--- config.mk ---
export PLATFORM = sky130hd
export DESIGN_NAME = stage_if_buffered
export DESIGN_NICKNAME = d
export VERILOG_FILES = /design/src/rtl/if_pkg.sv /design/src/rtl/fifo_sync.sv /design/src/rtl/stage_if_buffered.sv
export SDC_FILE = /design/constraint.sdc
export NUM_CORES = 2
export LEC_CHECK = 0
export CORE_MARGIN = 1.5
export CORE_UTILIZATION = 40
export CTS_CLUSTER_DIAMETER = 100
export CTS_CLUSTER_SIZE = 30
export DETAILED_ROUTE_END_ITERATION = 7
export PLACE_DENSITY = 0.59
export SLEW_MARGIN = 10
export SYNTH_ARGS = -nofsm -noshare
export SYNTH_HDL_FRONTEND = slang
export SYNTH_SLANG_ARGS = --single-unit
--- constraint.sdc ---
create_clock -name clk -period 5.75 [get_ports clk]
set_clock_uncertainty 0.05 [all_clocks]
set_input_delay 0.8625 -clock clk [delete_from_list [all_inputs] [get_ports clk]]
set_output_delay 0.8625 -clock clk [all_outputs]
set_load 0.02 [all_outputs]
--- src/rtl/if_pkg.sv ---
// Shared fetch-stage types, encodings and sizing helpers.
package if_pkg;

    localparam int unsigned IF_ADDR_W      = 64;
    localparam int unsigned IF_INST_W      = 32;
    localparam int unsigned IF_PC_TYPE_NUM = 4;
    localparam int unsigned IF_PC_SEL_W    = 2;

    // Next-PC source select; any nonzero value is a redirect.
    typedef enum logic [IF_PC_SEL_W-1:0] {
        PC_PLUS4  = 2'd0,
        PC_BRANCH = 2'd1,
        PC_JAL    = 2'd2,
        PC_JALR   = 2'd3
    } pc_sel_e;

    // Instruction-buffer entry at the default widths.
    typedef struct packed {
        logic [IF_ADDR_W-1:0] pc;
        logic [IF_ADDR_W-1:0] pc4;
        logic [IF_INST_W-1:0] inst;
    } if_entry_t;

    // Pointer width for a FIFO of the given depth (never zero).
    function automatic int unsigned ptr_w(input int unsigned depth);
        return (depth > 1) ? $clog2(depth) : 1;
    endfunction

endpackage

--- src/rtl/fifo_sync.sv ---
// Synchronous FIFO with flush; shared by all pipeline buffers.
module fifo_sync
    import if_pkg::*;
#(
    parameter int unsigned WIDTH = 8,
    parameter int unsigned DEPTH = 4
) (
    input  logic                         clk,
    input  logic                         rst_n,
    input  logic                         push,
    input  logic                         pop,
    input  logic                         flush,
    input  logic [WIDTH-1:0]             din,
    output logic [WIDTH-1:0]             dout,
    output logic [$clog2(DEPTH+1)-1:0]   count,
    output logic                         empty,
    output logic                         full
);

    localparam int unsigned PTR_W = ptr_w(DEPTH);
    localparam int unsigned CNT_W = $clog2(DEPTH + 1);

    logic [WIDTH-1:0] mem_q [DEPTH];
    logic [WIDTH-1:0] mem_d [DEPTH];
    logic [PTR_W-1:0] wr_ptr_q, wr_ptr_d;
    logic [PTR_W-1:0] rd_ptr_q, rd_ptr_d;
    logic [CNT_W-1:0] cnt_q, cnt_d;
    logic             do_push, do_pop;

    function automatic logic [PTR_W-1:0] ptr_inc(input logic [PTR_W-1:0] p);
        return (p == PTR_W'(DEPTH - 1)) ? '0 : p + PTR_W'(1);
    endfunction

    // Next-state: flush wins, then guarded push/pop.
    always_comb begin
        mem_d    = mem_q;
        wr_ptr_d = wr_ptr_q;
        rd_ptr_d = rd_ptr_q;
        cnt_d    = cnt_q;
        do_pop   = pop && (cnt_q != '0);
        do_push  = push && ((cnt_q != CNT_W'(DEPTH)) || do_pop);
        if (flush) begin
            wr_ptr_d = '0;
            rd_ptr_d = '0;
            cnt_d    = '0;
        end else begin
            if (do_push) begin
                mem_d[wr_ptr_q] = din;
                wr_ptr_d        = ptr_inc(wr_ptr_q);
            end
            if (do_pop) begin
                rd_ptr_d = ptr_inc(rd_ptr_q);
            end
            cnt_d = cnt_q + CNT_W'(do_push) - CNT_W'(do_pop);
        end
    end

    // State register with synchronous active-low reset.
    always_ff @(posedge clk) begin
        if (!rst_n) begin
            mem_q    <= '{default: '0};
            wr_ptr_q <= '0;
            rd_ptr_q <= '0;
            cnt_q    <= '0;
        end else begin
            mem_q    <= mem_d;
            wr_ptr_q <= wr_ptr_d;
            rd_ptr_q <= rd_ptr_d;
            cnt_q    <= cnt_d;
        end
    end

    assign dout  = mem_q[rd_ptr_q];
    assign count = cnt_q;
    assign empty = (cnt_q == '0);
    assign full  = (cnt_q == CNT_W'(DEPTH));

endmodule

--- src/rtl/stage_if_buffered.sv ---
// Instruction-fetch stage: owns the fetch PC, keeps up to MAX_OUTSTANDING
// requests in flight and buffers returned words for decode.
module stage_if_buffered
    import if_pkg::*;
#(
    parameter int unsigned           ADDR_WIDTH      = IF_ADDR_W,
    parameter int unsigned           INST_WIDTH      = IF_INST_W,
    parameter int unsigned           PC_TYPE_NUM     = IF_PC_TYPE_NUM,
    parameter int unsigned           FIFO_DEPTH      = 4,
    parameter int unsigned           MAX_OUTSTANDING = 2,
    parameter logic [ADDR_WIDTH-1:0] RESET_PC        = '0
) (
    input  logic                              clk,
    input  logic                              reset,
    input  logic [$clog2(PC_TYPE_NUM)-1:0]    pc_sel,
    input  logic [ADDR_WIDTH-1:0]             bra_addr,
    input  logic [ADDR_WIDTH-1:0]             jal_addr,
    input  logic [ADDR_WIDTH-1:0]             jar_addr,
    output logic                              imem_req_valid,
    input  logic                              imem_req_ready,
    output logic [ADDR_WIDTH-1:0]             imem_req_addr,
    input  logic                              imem_rsp_valid,
    input  logic [INST_WIDTH-1:0]             imem_rsp_data,
    output logic                              d_valid,
    input  logic                              d_ready,
    output logic [ADDR_WIDTH-1:0]             d_pc,
    output logic [ADDR_WIDTH-1:0]             d_pc4,
    output logic [INST_WIDTH-1:0]             d_inst_word,
    output logic                              inst_buffer_empty,
    output logic                              inst_buffer_full,
    output logic [$clog2(FIFO_DEPTH+1)-1:0]   inst_buffer_count
);

    localparam int unsigned SEL_W = $clog2(PC_TYPE_NUM);
    localparam int unsigned CNT_W = $clog2(FIFO_DEPTH + 1);
    localparam int unsigned OUT_W = $clog2(MAX_OUTSTANDING + 1);

    typedef struct packed {
        logic [ADDR_WIDTH-1:0] pc;
        logic [ADDR_WIDTH-1:0] pc4;
        logic [INST_WIDTH-1:0] inst;
    } entry_t;

    logic [ADDR_WIDTH-1:0] fetch_pc_q, fetch_pc_d;
    logic [OUT_W-1:0]      discard_q, discard_d;
    logic [OUT_W-1:0]      outstanding;
    logic [ADDR_WIDTH-1:0] pend_pc;
    logic                  pend_empty, pend_full;
    entry_t                ibuf_din, ibuf_head;
    logic                  ibuf_empty, ibuf_full;
    logic [CNT_W-1:0]      ibuf_count;
    logic                  redirect_c, accept_c, rsp_c, ibuf_push_c, ibuf_pop_c;
    logic [ADDR_WIDTH-1:0] target_c;

    // Redirect target select.
    always_comb begin
        redirect_c = (pc_sel != '0);
        target_c   = fetch_pc_q;
        case (pc_sel)
            SEL_W'(PC_BRANCH): target_c = bra_addr;
            SEL_W'(PC_JAL):    target_c = jal_addr;
            SEL_W'(PC_JALR):   target_c = jar_addr;
            default:           target_c = fetch_pc_q;
        endcase
    end

    // Request issue: credit check keeps a buffer slot for every in-flight word.
    always_comb begin
        imem_req_valid = reset && !redirect_c && !pend_full
                         && ((32'(outstanding) + 32'(ibuf_count)) < FIFO_DEPTH);
        imem_req_addr  = fetch_pc_q;
        accept_c       = imem_req_valid && imem_req_ready;
    end

    // Fetch PC, discard counter and buffer push/pop decisions.
    always_comb begin
        fetch_pc_d  = fetch_pc_q;
        discard_d   = discard_q;
        ibuf_push_c = 1'b0;
        rsp_c       = imem_rsp_valid && !pend_empty;
        ibuf_pop_c  = !ibuf_empty && d_ready && !redirect_c;
        ibuf_din    = '{pc: pend_pc, pc4: pend_pc + ADDR_WIDTH'(4), inst: imem_rsp_data};
        if (redirect_c) begin
            fetch_pc_d = target_c;
            discard_d  = outstanding - OUT_W'(rsp_c);
        end else begin
            if (accept_c) begin
                fetch_pc_d = fetch_pc_q + ADDR_WIDTH'(4);
            end
            if (rsp_c) begin
                if (discard_q != '0) begin
                    discard_d = discard_q - OUT_W'(1);
                end else begin
                    ibuf_push_c = 1'b1;
                end
            end
        end
    end

    // Stage state register.
    always_ff @(posedge clk) begin
        if (!reset) begin
            fetch_pc_q <= RESET_PC;
            discard_q  <= '0;
        end else begin
            fetch_pc_q <= fetch_pc_d;
            discard_q  <= discard_d;
        end
    end

    // PCs of accepted requests, popped one per response; occupancy is the outstanding count.
    fifo_sync #(.WIDTH(ADDR_WIDTH), .DEPTH(MAX_OUTSTANDING)) u_pend (
        .clk   (clk),
        .rst_n (reset),
        .push  (accept_c),
        .pop   (imem_rsp_valid),
        .flush (1'b0),
        .din   (fetch_pc_q),
        .dout  (pend_pc),
        .count (outstanding),
        .empty (pend_empty),
        .full  (pend_full)
    );

    // Instruction buffer feeding decode; flushed on redirect.
    fifo_sync #(.WIDTH($bits(entry_t)), .DEPTH(FIFO_DEPTH)) u_ibuf (
        .clk   (clk),
        .rst_n (reset),
        .push  (ibuf_push_c),
        .pop   (ibuf_pop_c),
        .flush (redirect_c),
        .din   (ibuf_din),
        .dout  (ibuf_head),
        .count (ibuf_count),
        .empty (ibuf_empty),
        .full  (ibuf_full)
    );

    assign d_valid           = !ibuf_empty;
    assign d_pc              = ibuf_empty ? '0 : ibuf_head.pc;
    assign d_pc4             = ibuf_empty ? '0 : ibuf_head.pc4;
    assign d_inst_word       = ibuf_empty ? '0 : ibuf_head.inst;
    assign inst_buffer_empty = ibuf_empty;
    assign inst_buffer_full  = ibuf_full;
    assign inst_buffer_count = ibuf_count;

endmodule

==> flow_summary_export.csv <==
group,metric,value,unit
run_status,outcome,"finished clean",
place,gp_congestion,0.861,
critical_path,cp.arrival,4.73,ns
synth,synthFlopType,"dfxtp_1",
routing,drt_iter0_drc,3292,
floorplanning,fp.coreArea,98700,sq um
routing,drc,0,
synth,synthDistinctLibCells,76,
timing,fmax,231,MHz
power_and_ir_drop,leakagePower,0.0140,uW
floorplanning,start_util,40.5,%
routing,drtPass1Iterations,7,
clock_tree,cts_buffers,38,
place,io_buffer_count,461,
grt,first_global_vias,33200,
timing,hold_violations,0,
hold_path,hp-start,"u_ibuf.mem_q[494]",
floorplanning,die-area,102000,sq um
critical_path,cp-start-kind,"flop",
final_layout,multiInputGateArea,21500,sq um
timing,rsz0062_at_grt,"no",
power_and_ir_drop,p_int,7810,uW
clock_tree,cts_sinks,837,
synth,synth_edf_count,0,
grt,grt_overflow,0,
power_and_ir_drop,netSwitchingFraction,27.3,%
timing,relSlewSlack,16.1,%
grt,grt_start_max_net_pins,167,
final_layout,layout-drive-gt1-share,7.76,%
synth,ys_ff_latch,837,
floorplanning,row_count,115,
critical_path,r2r_cells,6,
power_and_ir_drop,power_density,230,nW/um^2
synth,syn_nets,4792,
timing,fin_crit_sh,75.3,%
final_layout,syn_to_final_growth,16.9,%
routing,ant_nets,0,
power_and_ir_drop,pwr-share-clk,32.8,%
routing,wl,135,mm
final_layout,n_antenna_cell,0,
routing,vias,35300,
final_layout,final_nets,4951,
critical_path,r2r_slack,1.42,ns
synth,synth_area_leaders,"dfxtp_1 (42%), mux4_2 (8.9%), nand2_1 (7.1%), a211oi_1 (5.0%), a21oi_1 (4.6%)",
power_and_ir_drop,peakVddDrop,0.000194,V
routing,via_per_inst,5.88,
synth,yosysWarnings,0,
power_and_ir_drop,p_comb_share,10.6,%
clock_tree,clkTransAtPathRegs,0.11,ns
timing,worstMarginPinSlew,1.22,ns
critical_path,required,6.15,ns
synth,netlist_instances,4544,
clock_tree,insertion_delay,0.63,ns
final_layout,seq_area,16800,sq um
synth,synthesis.area,39900,sq um
hold_path,whs_path_depth,2,
critical_path,crit_fanout,118,
grt,grt_first_pass_wirelength,207,mm
flow_run,max_cap_violations,0,
power_and_ir_drop,p_sw,2920,uW
grt,globalRouteTotalUtil,25.7,%
clock_tree,clk_path_buf_depth,3,
timing,setup_viol_count_final,0,
clock_tree,postCtsSetupRepairBufs,0,
synth,synth_area_per_cell,8.79,sq um
critical_path,rr_startpoint,"u_pend.rd_ptr_q",
synth,post-synth-top-area-cell,"dfxtp_1",
grt,antenna_found_initial,5,
clock_tree,ctsHoldBuffers,0,
timing,setup-tns-final,0,ns
synth,synth_top_area_share,42.0,%
floorplanning,die_h,319,microns
final_layout,layout_common_cells,"dfxtp_1 (834), nand2_1 (748), clkdlybuf4s50_1 (460)",
power_and_ir_drop,pwr-share-seq,56.6,%
final_layout,n_fill_cell,9652,
clock_tree,root_buffer,"clkbuf_16",
clock_tree,cts_tree,"yes",
final_layout,postLayoutCoreUtil,47.3,%
floorplanning,die_width,319,microns
critical_path,end_kind,"flop",
final_layout,final_common_cell,"dfxtp_1",
floorplanning,boundaryPins,462,
hold_path,hold_class,"flop to flop",
hold_path,hold_path_end,"u_ibuf.mem_q[494]",
synth,ys_seq_area_share,42.0,%
timing,min_period,4.33,ns
clock_tree,h-tree-depth,2,
critical_path,critPathKind,"flop to flop",
synth,async_reset_ff_share,0,%
critical_path,r2r-end,"u_ibuf.mem_q[399]",
timing,slew_viol_final,0,
clock_tree,cts.repair.resized,0,
routing,avgRoutedWirePerCell,22.5,microns
place,detailed_place_hpwl,91.1,mm
[layout make-up]
class | count | share of cell area [%]
multi-input cells | 3260 | 46.1
flip-flops and latches | 837 | 35.9
repair buffers | 541 | 11.7
well taps | 1287 | 3.45
clock buffers | 40 | 2.12
clock inverters | 15 | 0.517
inverters | 25 | 0.217
[state kept, by name, indices dropped and copies added, names as in the netlist]
register / cells
u_pend.rd_ptr_q: 1
u_pend.mem_q: 128
discard_q: 2
imem_req_addr: 64
u_ibuf.count: 3
u_ibuf.wr_ptr_q: 2
u_pend.wr_ptr_q: 1
u_pend.count: 2
u_ibuf.mem_q: 632
u_ibuf.rd_ptr_q: 2
[cells by family (layout without fill, tap and decap cells)]
group / after synthesis / after routing / share of synthesized area [%]
multiplexers: 224 / 224 / 10.6
AO/OA/AOI/OAI: 1021 / 1021 / 17.6
adder cells (fa/ha/maj): 17 / 17 / 0.551
buffers and inverters: 447 / 621 / 4.44
XOR/XNOR: 71 / 71 / 1.56
flip-flops: 837 / 837 / 42.0
AND/OR/NAND/NOR: 1927 / 1927 / 23.3
[power by group through the flow]
| stage | Combinational (uW) | Clock, uW | Sequential, uW |
|---|---|---|---|
| final | 1140 | 3520 | 6070 |
| after global routing | 1220 | 3790 | 6090 |
| after CTS | 1140 | 3590 | 6070 |
| after detailed placement | 1130 | 0 | 6200 |
| after global placement | 1130 | 0 | 6200 |
| after floorplan | 673 | 0 | 6150 |
[cell usage after synthesis (all sizes together), types with 29 or more instances]
library cell,number
nor2,361
and2,172
nand3,269
nand2b,43
a221oi,88
nand4,146
nor3,31
mux2i,65
nand3b,42
nor4,35
a211oi,265
buf,89
mux4,158
dfxtp,837
clkbuf,333
xnor2,42
o21ai,73
nand2,754
o311ai,132
xor2,29
a21oi,366
[critical path: stages (launching register included)]
cell and delay, ns:
dfxtp_4 0.74, buf_12 0.47, nand4_1 0.25, a222oi_1 1.05, nand4_2 0.41, nor3_2 0.79
o311ai_0 0.27
[worst max path at each step]
stage,endpoint,from,slack (ns),cells past startpoint
floorplan,u_ibuf.mem_q[94],u_pend.rd_ptr_q,2.21,16
global placement,imem_req_addr[52],pc_sel[0],1.30,13
detailed placement,imem_req_addr[52],pc_sel[0],1.23,13
CTS,d_inst_word[29],u_ibuf.rd_ptr_q[0],1.40,4
global route,u_ibuf.mem_q[401],u_pend.rd_ptr_q,1.24,6
finish,u_ibuf.mem_q[399],u_pend.rd_ptr_q,1.42,6
[routing by layer]
metal / global-route usage, % / share of wire [%]
met1: 37.0 / 46
met2: 40.6 / 46
met3: 3.40 / 5.9
met4: 6.17 / 2.4
met5: 0 / 0.0089
[metrics by stage]
stage / std cells / worst slack [ns] / instance area [sq um] / hold slack (ns) / total power, uW
floorplan: 4544 / 2.21 / 39900 / 0.383 / 6820
global placement: 5950 / 1.30 / 45400 / 0.389 / 7330
detailed placement: 5950 / 1.23 / 45400 / 0.394 / 7330
CTS: 6005 / 1.40 / 46700 / 0.408 / 10800
global route: 6005 / 1.24 / 46700 / 0.420 / 11100
finish: 6005 / 1.42 / 46700 / 0.408 / 10700
Power figures use the tool's default switching activity.
